## config.mk

```make
export PLATFORM = sky130hd
export DESIGN_NAME = afu_csr_ctrl_bank
export DESIGN_NICKNAME = d
export VERILOG_FILES = /design/src/rtl/afu_csr_ctrl_bank.sv
export SDC_FILE = /design/constraint.sdc
export NUM_CORES = 2
export LEC_CHECK = 0
export ABC_AREA = 0
export CORE_AREA = 3 3 385 387
export DETAILED_ROUTE_END_ITERATION = 12
export DIE_AREA = 0 0 388 390
export PLACE_DENSITY = 0.66
export SYNTH_ARGS = -nofsm -noshare
export SYNTH_HDL_FRONTEND = slang
export SYNTH_SLANG_ARGS = --single-unit
```

## constraint.sdc

```tcl
create_clock -name clk -period 2.43 [get_ports clk]
set_input_delay 0.243 -clock clk [delete_from_list [all_inputs] [get_ports clk]]
set_output_delay 0.243 -clock clk [all_outputs]
set_load 0.01 [all_outputs]
```

## src/rtl/afu_csr_ctrl_bank.sv

```systemverilog
// afu_csr_ctrl_bank: CSR control/status bank between the CSR manager and
// afu_manager. It decodes configuration writes, serves counter/status/info
// readback, tracks outstanding CCI traffic and runs a RUN->DRAIN->IDLE
// shutdown so the AFU never stops with requests still in flight.
module afu_csr_ctrl_bank #(
  parameter int NUM_CH     = 64,
  parameter int INFO_WORDS = 9,
  parameter int MAX_OUT    = 64,
  parameter int RST_CYCLES = 4,
  parameter int IDX_W      = 4
) (
  input  logic                     clk,
  input  logic                     reset,
  input  logic                     csr_wr_en,
  input  logic [IDX_W-1:0]         csr_wr_idx,
  input  logic [63:0]              csr_wr_data,
  input  logic [IDX_W-1:0]         csr_rd_idx,
  output logic [63:0]              csr_rd_data,
  input  logic [64*INFO_WORDS-1:0] info,
  input  logic                     rd_req_fire,
  input  logic                     rd_rsp,
  input  logic                     wr_req_fire,
  input  logic                     wr_rsp,
  output logic                     run,
  output logic                     soft_rst,
  output logic                     update_ws,
  output logic [63:0]              ws_base,
  output logic [63:0]              ws_size,
  output logic [NUM_CH-1:0]        start_mask,
  output logic [NUM_CH-1:0]        ch_rst,
  output logic                     rd_ok,
  output logic                     wr_ok
);

  localparam int OUT_W = $clog2(MAX_OUT + 1);
  localparam int RC_W  = $clog2(RST_CYCLES + 1);
  localparam logic [OUT_W-1:0] OUT_MAX = OUT_W'(MAX_OUT);
  localparam logic [RC_W-1:0]  RC_LOAD = RC_W'(RST_CYCLES);

  typedef enum logic [1:0] {
    IDLE  = 2'd0,
    RUN   = 2'd1,
    DRAIN = 2'd2
  } state_t;

  state_t            state;
  state_t            state_next;
  logic              set_done;
  logic              clr_done;
  logic              done;
  logic              err;
  logic [OUT_W-1:0]  rd_out;
  logic [OUT_W-1:0]  wr_out;
  logic [63:0]       clk_cnt;
  logic [63:0]       rd_cnt;
  logic [63:0]       wr_cnt;
  logic [63:0]       shadow_clk;
  logic [63:0]       shadow_rd;
  logic [63:0]       shadow_wr;
  logic [NUM_CH-1:0] mask;
  logic [RC_W-1:0]   rst_cnt [NUM_CH];
  logic [63:0]       rd_mux;
  logic [NUM_CH-1:0] wr_bits;

  logic wr_cfg;
  logic wr_base;
  logic wr_size;
  logic wr_set;
  logic wr_clr;
  logic wr_rst_ch;
  logic wr_snap;

  assign wr_cfg    = csr_wr_en && (csr_wr_idx == IDX_W'(0));
  assign wr_base   = csr_wr_en && (csr_wr_idx == IDX_W'(1));
  assign wr_size   = csr_wr_en && (csr_wr_idx == IDX_W'(2));
  assign wr_set    = csr_wr_en && (csr_wr_idx == IDX_W'(3));
  assign wr_clr    = csr_wr_en && (csr_wr_idx == IDX_W'(4));
  assign wr_rst_ch = csr_wr_en && (csr_wr_idx == IDX_W'(5));
  assign wr_snap   = csr_wr_en && (csr_wr_idx == IDX_W'(6));
  assign wr_bits   = csr_wr_data[NUM_CH-1:0];

  // A fire and a response together cancel; a fire at the limit is not counted
  function automatic logic [OUT_W-1:0] next_out(input logic [OUT_W-1:0] cur,
                                                input logic fire, input logic rsp);
    next_out = cur;
    if (fire && !rsp && cur != OUT_MAX)
      next_out = cur + OUT_W'(1);
    else if (rsp && !fire && cur != '0)
      next_out = cur - OUT_W'(1);
  endfunction

  function automatic logic [63:0] sat_inc(input logic [63:0] v);
    return (v == '1) ? v : v + 64'd1;
  endfunction

  assign run   = (state == RUN);
  assign rd_ok = run && (rd_out < OUT_MAX);
  assign wr_ok = run && (wr_out < OUT_MAX);
  assign start_mask = mask & ~ch_rst;

  // Next-state logic for the run/drain sequence, plus done-flag events
  always_comb begin
    state_next = state;
    set_done   = 1'b0;
    clr_done   = 1'b0;
    case (state)
      IDLE: begin
        if (wr_cfg && csr_wr_data[0]) begin
          state_next = RUN;
          clr_done   = 1'b1;
        end
      end
      RUN: begin
        if (wr_cfg && !csr_wr_data[0])
          state_next = DRAIN;
      end
      DRAIN: begin
        if (rd_out == '0 && wr_out == '0) begin
          state_next = IDLE;
          set_done   = 1'b1;
        end
      end
      default: state_next = IDLE;
    endcase
  end

  // State register; soft reset forces IDLE without touching done
  always_ff @(posedge clk) begin
    if (reset || soft_rst)
      state <= IDLE;
    else
      state <= state_next;
  end

  // Sticky done (set on drain completion) and err (response with nothing outstanding)
  always_ff @(posedge clk) begin
    if (reset) begin
      done <= 1'b0;
      err  <= 1'b0;
    end else begin
      if (!soft_rst && set_done)
        done <= 1'b1;
      else if (!soft_rst && clr_done)
        done <= 1'b0;
      if ((rd_rsp && !rd_req_fire && rd_out == '0) ||
          (wr_rsp && !wr_req_fire && wr_out == '0))
        err <= 1'b1;
    end
  end

  // Outstanding request tracking and saturating activity counters
  always_ff @(posedge clk) begin
    if (reset || soft_rst) begin
      rd_out  <= '0;
      wr_out  <= '0;
      clk_cnt <= '0;
      rd_cnt  <= '0;
      wr_cnt  <= '0;
    end else begin
      rd_out <= next_out(rd_out, rd_req_fire, rd_rsp);
      wr_out <= next_out(wr_out, wr_req_fire, wr_rsp);
      if (state != IDLE)
        clk_cnt <= sat_inc(clk_cnt);
      if (rd_rsp)
        rd_cnt <= sat_inc(rd_cnt);
      if (wr_rsp)
        wr_cnt <= sat_inc(wr_cnt);
    end
  end

  // Counter shadows and workspace registers survive soft reset
  always_ff @(posedge clk) begin
    if (reset) begin
      shadow_clk <= '0;
      shadow_rd  <= '0;
      shadow_wr  <= '0;
      ws_base    <= '0;
      ws_size    <= '0;
      soft_rst   <= 1'b0;
      update_ws  <= 1'b0;
    end else begin
      if (wr_snap) begin
        shadow_clk <= clk_cnt;
        shadow_rd  <= rd_cnt;
        shadow_wr  <= wr_cnt;
      end
      if (wr_base)
        ws_base <= csr_wr_data;
      if (wr_size)
        ws_size <= csr_wr_data;
      if (wr_cfg)
        soft_rst <= csr_wr_data[1];
      update_ws <= wr_cfg && csr_wr_data[2];
    end
  end

  // Start mask set/clear and per-channel reset stretch counters
  always_ff @(posedge clk) begin
    if (reset || soft_rst) begin
      mask <= '0;
      for (int i = 0; i < NUM_CH; i++)
        rst_cnt[i] <= '0;
    end else begin
      if (wr_set)
        mask <= mask | wr_bits;
      else if (wr_clr)
        mask <= mask & ~wr_bits;
      for (int i = 0; i < NUM_CH; i++) begin
        if (wr_rst_ch && wr_bits[i])
          rst_cnt[i] <= RC_LOAD;
        else if (rst_cnt[i] != '0)
          rst_cnt[i] <= rst_cnt[i] - RC_W'(1);
      end
    end
  end

  // A channel is held in reset while its stretch counter is running
  always_comb begin
    ch_rst = '0;
    for (int i = 0; i < NUM_CH; i++)
      ch_rst[i] = (rst_cnt[i] != '0);
  end

  // Readback selection: shadows, packed status, then the info words
  always_comb begin
    rd_mux = '0;
    if (csr_rd_idx == IDX_W'(0))
      rd_mux = shadow_clk;
    else if (csr_rd_idx == IDX_W'(1))
      rd_mux = shadow_rd;
    else if (csr_rd_idx == IDX_W'(2))
      rd_mux = shadow_wr;
    else if (csr_rd_idx == IDX_W'(3)) begin
      rd_mux[40]    = err;
      rd_mux[39]    = done;
      rd_mux[38:37] = state;
      rd_mux[36:20] = 17'(wr_out);
      rd_mux[16:0]  = 17'(rd_out);
    end else if (int'(csr_rd_idx) >= 4 && int'(csr_rd_idx) < 4 + INFO_WORDS)
      rd_mux = info[(int'(csr_rd_idx) - 4) * 64 +: 64];
  end

  // Registered read data gives a fixed one-cycle read latency
  always_ff @(posedge clk) begin
    if (reset)
      csr_rd_data <= '0;
    else
      csr_rd_data <= rd_mux;
  end

endmodule

```

After elaboration in Yosys (flattened, before gate mapping)
Memory sizes are Yosys's and may differ from the RTL's.
Index checks and enable logic that the tools add are counted.
{"block": "classes", "n_bitwise": 136, "n_mux": 602, "n_addsub": 72, "n_shift": 1, "magnitude_cmp": 4, "n_eq_ne": 19, "n_reduce_logical": 178}
{"cell": "$shiftx A576 B11 Y64", "count": 1}
{"cell": "$mux W1", "count": 456}
{"cell": "$mux W3", "count": 129}
{"cell": "$mux W64", "count": 6}
{"cell": "$add A64 B1 Y64 const B", "count": 3}
{"cell": "$eq A64 B64 Y1 const B", "count": 3}
{"cell": "$reduce_bool A3 Y1", "count": 64}
{"cell": "$sub A3 B1 Y3 const B", "count": 64}
{"cell": "$and A64 B64 Y64", "count": 2}
{"cell": "$not A64 Y64", "count": 2}
{"cell": "$or A1 B1 Y1", "count": 128}
{"cell": "$logic_and A1 B1 Y1", "count": 90}
{"cell": "$or A64 B64 Y64", "count": 1}
{"cell": "$mux W7", "count": 4}
{"cell": "$mux W23", "count": 1}
{"cell": "$mux W21", "count": 1}
{"cell": "$mux W17", "count": 1}
{"cell": "$eq A4 B2 Y1 const B", "count": 4}
{"cell": "$add A7 B1 Y7 const B", "count": 2}
{"cell": "$logic_not A7 Y1", "count": 2}
{"cell": "$lt A7 B7 Y1 const B", "count": 2}
{"cell": "$ne A7 B7 Y1 const B", "count": 2}
{"cell": "$reduce_bool A7 Y1", "count": 2}
{"cell": "$sub A7 B1 Y7 const B", "count": 2}
{"cell": "19 further kinds", "count": 40}
{"block": "word_totals", "word_cells": 1030, "in_bits": 655, "memories": 1, "ramBits": 192, "reg_bits": 660}
{"memory": "rst_cnt", "depth": 64, "width": 3, "read_ports": 64, "rd_clocked_by_memory_dff": 0, "wr": 64, "line": "61", "text": "logic [RC_W-1:0] rst_cnt [NUM_CH];"}

Depth between registers and ports, before layout
{"block": "logic_depth", "depth_word": 8, "depth_mapped": 11, "ltp_nobuf": 10}

Worst setup path after synthesis
Ideal clock, no wire load.
{"block": "synth_path", "path_kind": "flip-flop to flip-flop", "start": "register rd_cnt[0]", "end": "register rd_cnt[18]", "path_buffers": 3, "synth_period_minus_slack_ns": 2.512, "setup_slack_ns": -0.082, "stages_incl_launch_ff": 11, "arrival_time_ns": 2.397, "path_cell_list": "dfxtp_1 > ha_1 > nand2_1 > or4_1 > or4_1 > buf_2 > o21ai_4 > buf_6 > buf_4 > nor4_1 > o21a_1"}
{"block": "synth_via", "elab_chain_cells": 3}
{"item": "start, declared", "line": "55", "text": "logic [63:0] rd_cnt;"}
{"item": "start signal, assigned", "line": "165", "text": "rd_cnt <= sat_inc(rd_cnt);"}
{"item": "branches (longest 3 deep; another with $add A64 B1 Y64)"}
Parallel ways; which one is timed is not known.
A chain may end at the register's enable or synchronous reset.

Final worst setup path
{"block": "layout_path", "start": "register rd_cnt[24]", "end": "register rd_cnt[13]"}
{"block": "layout_via", "elab_chain_cells": 3}
{"item": "$eq A64 B64 Y1", "line": "93", "text": "return (v == '1) ? v : v + 64'd1;"}
{"item": "$not A1 Y1 (no line)"}
{"item": "$reduce_and A2 Y1 (no line)"}
Every way passes these cells.

==> impl_metrics.toml <==
[sta]
fmax_mhz = 408
final.min_clock_period_ns = 2.45
setup_viol = 3
max_slew_margin_pct = 10.2
tightest_slew_ns = 1.33
final.period_utilization_pct = 101
timing.final.max_slew_violations = 0
hold_violations = 0
rsz0062_at_grt = "yes"
setup_ws_ns = -0.0224
skew_ns = 0.0449

[critical_path]
start_kind = "register"
arrival_ns = 3.01
worstSetupPathType = "register to register"
worstRegToRegCells = 7
worst_path_most_repeated_cell = "or4_4"
path_delay_family = "simple AND/OR/NAND/NOR gates"
slowest_delay_ns = 0.58
crit_slowest_cell = "or4_4"
path_buf_inv = 1
crit_fanout = 14
cp-end-kind = "register"
cp.depth = 7
critical_path_required_ns = 2.99
worstPathCellList = "nand2_2 > or4_4 > or4_4 > o21ai_4 > buf_4 > nor4_1 > mux2i_1"

[floorplanning]
start_util_pct = 30.3
core_um2 = 145000
dieHeight_um = 390
num_rows = 140
dieWidth_um = 388
dieArea_um2 = 151000
num_io_pins = 980

[logic_synthesis]
synth_cell_types = 75
synthArstFlopShare_pct = 0
yosysSeqAreaShare_pct = 43.1
synth_nets = 6094
ys_seq_elements = 852
avgSynthCellArea_um2 = 8.31
ys.flop_type = "dfxtp_1"
synth_edf_count = 192
yosys_warnings = 0
synthCells = 5292
synth.cell_area_um2 = 44000

[route]
routed_wl_mm = 218
drc = 0
num_vias = 46100
drt-initial-drc-count = 5013
wl_per_cell_um = 25.7
ant_nets = 0
via_per_inst = 5.43
dr.pass1.iters = 8

[cells_and_area]
nets = 7275
drive_gt1_share_pct = 12.7
fin_util_pct = 43.2
fillers = 14200
synthToLayoutAreaGrowth_pct = 42.7

[grt]
grt_usage_pct = 27.3
grt_pass1_vias = 42800
use_met2_pct = 40.6
grt_pass1_wl_mm = 304
grt_max_degree = 178
use_met3_pct = 6.77
antenna_found_initial = 33
busiest_layer = "met2"
overflow = 0
gr-usage-met1_pct = 38.3

[placed_design]
dp_slack_ns = -0.391
io_buffers = 979
gp_congestion = 1.06
hpwlAfterDp_mm = 173

[clock_network]
insertion_delay_ns = 0.72
cts_buffers = 95
clk_pin_slew_ns = 0.06
cts_buffer_depth = 3
cts_hold_buffers = 0
tritoncts = "built"
htree_levels = 3
cts_sinks = 852
root_buffer = "clkbuf_16"

[pwr]
combPwrFrac_pct = 30.4
p_seq_share_pct = 37.7
p_leak_nw = 23.3
vdd_drop_max_mv = 0.658
power.density_nw_per_um2 = 743
switching_share_pct = 32.4
clkPwrFrac_pct = 31.9
p_switching_w = 0.0151
internal-power_w = 0.0316

[min_path]
hold_path_class = "primary input to register"
min_path_cells = 4

[status]
run_status = "complete, but fails checks"
violations = "negative setup slack"

[flow_run]
drv_cap = 0
-- cell families after synthesis --
group,share of synthesized area (%)
compound gates,16.8
xor+xnor,1.11
fa+ha+maj,4.22
buf+inv,5.55
flops,43.1
mux,6.67
simple gates,22.5
-- per-stage QoR --
stage	hold WS (ns)	power [W]	area, um^2	TNS [ns]	instances
2_1_floorplan	0.379	0.0251	44000	-0.0106	5292
3_3_place_gp	0.441	0.0312	58900	-7.53	8274
3_5_place_dp	0.446	0.0318	58900	-10.35	8274
4_1_cts	0.0233	0.0467	62200	-0.186	8453
5_1_grt	0.0688	0.0489	62800	-1.53	8475
6_report	0.0783	0.0467	62800	-0.0542	8482
-- final cells by class --
type | count | area, um^2 | share of cell area, %
well taps | 1917 | 2400 | 3.82
repair buffers | 1442 | 14000 | 22.4
multi-input cells | 3809 | 23000 | 36.7
clock inverters | 36 | 395 | 0.630
inverters | 273 | 1020 | 1.63
flip-flops and latches | 852 | 19000 | 30.3
clock buffers | 141 | 2840 | 4.53
diodes | 12 | 30.0 | 0.0478
-- metal layers --
metal	vias up	wire, um
met5	-	97
met4	16	8290
met3	351	21900
met2	2237	93500
met1	22500	94000
li1	21000	-
-- cell usage after synthesis (29+ instances only) --
cell type    n  area share, %
a211oi_1    50           0.85
a21oi_1    641            7.3
a22oi_1    172            2.9
and4_1      29           0.58
buf_1       34           0.29
clkbuf_1   299            2.6
dfxtp_1    660             30
edfxtp_1   192             13
ha_1       145            4.1
inv_1      273            2.3
mux2i_1    129            2.9
mux4_2      64            3.3
nand2_1    989            8.4
nand2b_1   131            1.9
nand3_1    122            1.4
nand4_1     66           0.94
nor2_1     485            4.1
nor2b_1     46           0.65
nor3_1      59           0.67
o21ai_0     85           0.97
o22ai_1    110            1.6
o31ai_1     38           0.65
or3_1       78            1.1
or4_1       58           0.99
xor2_1      38           0.76
-- registers in the layout, indices dropped and copies added, names as in the netlist, named ones only --
register / cells
ws_size: 64
shadow_wr: 64
done: 1
err: 1
update_ws: 1
csr_rd_data: 64
rst_cnt: 192
shadow_rd: 64
wr_out: 7
state: 2
rd_cnt: 64
rd_out: 7
soft_rst: 1
wr_cnt: 64
clk_cnt: 64
ws_base: 64
shadow_clk: 64
-- placed cells by master, fill, tap and decap left out, types with 110 or more instances in the layout --
master             n
a21oi_1          634
a22oi_1          172
buf_4            390
clkdlybuf4s50_1  881
dfxtp_1          639
edfxtp_1         192
ha_1             141
inv_1            272
mux2i_1          129
nand2_1          988
nand2b_1         113
nand3_1          119
nor2_1           478
o22ai_1          110
-- path summary, 6_finish.rpt --
check	start	slack, ns	endpoint
min reg2reg	shadow_wr[5]	0.45	shadow_wr[5]
min	csr_rd_idx[1]	0.08	csr_rd_data[31]
max	rd_cnt[24]	-0.02	rd_cnt[13]
max reg2reg	rd_cnt[24]	-0.02	rd_cnt[13]
-- power groups by stage --
stage          Clock [W]  Combinational, W  Sequential [W]
4_1_cts           0.0151            0.0140          0.0176
3_3_place_gp           0            0.0134          0.0178
6_report          0.0149            0.0142          0.0176
2_1_floorplan          0           0.00739          0.0177
5_1_grt           0.0157            0.0154          0.0178
3_5_place_dp           0            0.0139          0.0179
-- worst min-delay path, cell delays in order --
cell and delay (ns):
buf_8 0.23, nand2_1 0.11, nand3_1 0.09, a211oi_1 0.06
-- what timing repair did --
item	CTS	global route
endpoints found under the setup margin	121	113
setup buffers	2	12
gates cloned	0	5
pin swaps	4	29
resized for setup	105	120
(Power assumes the default switching activity.)
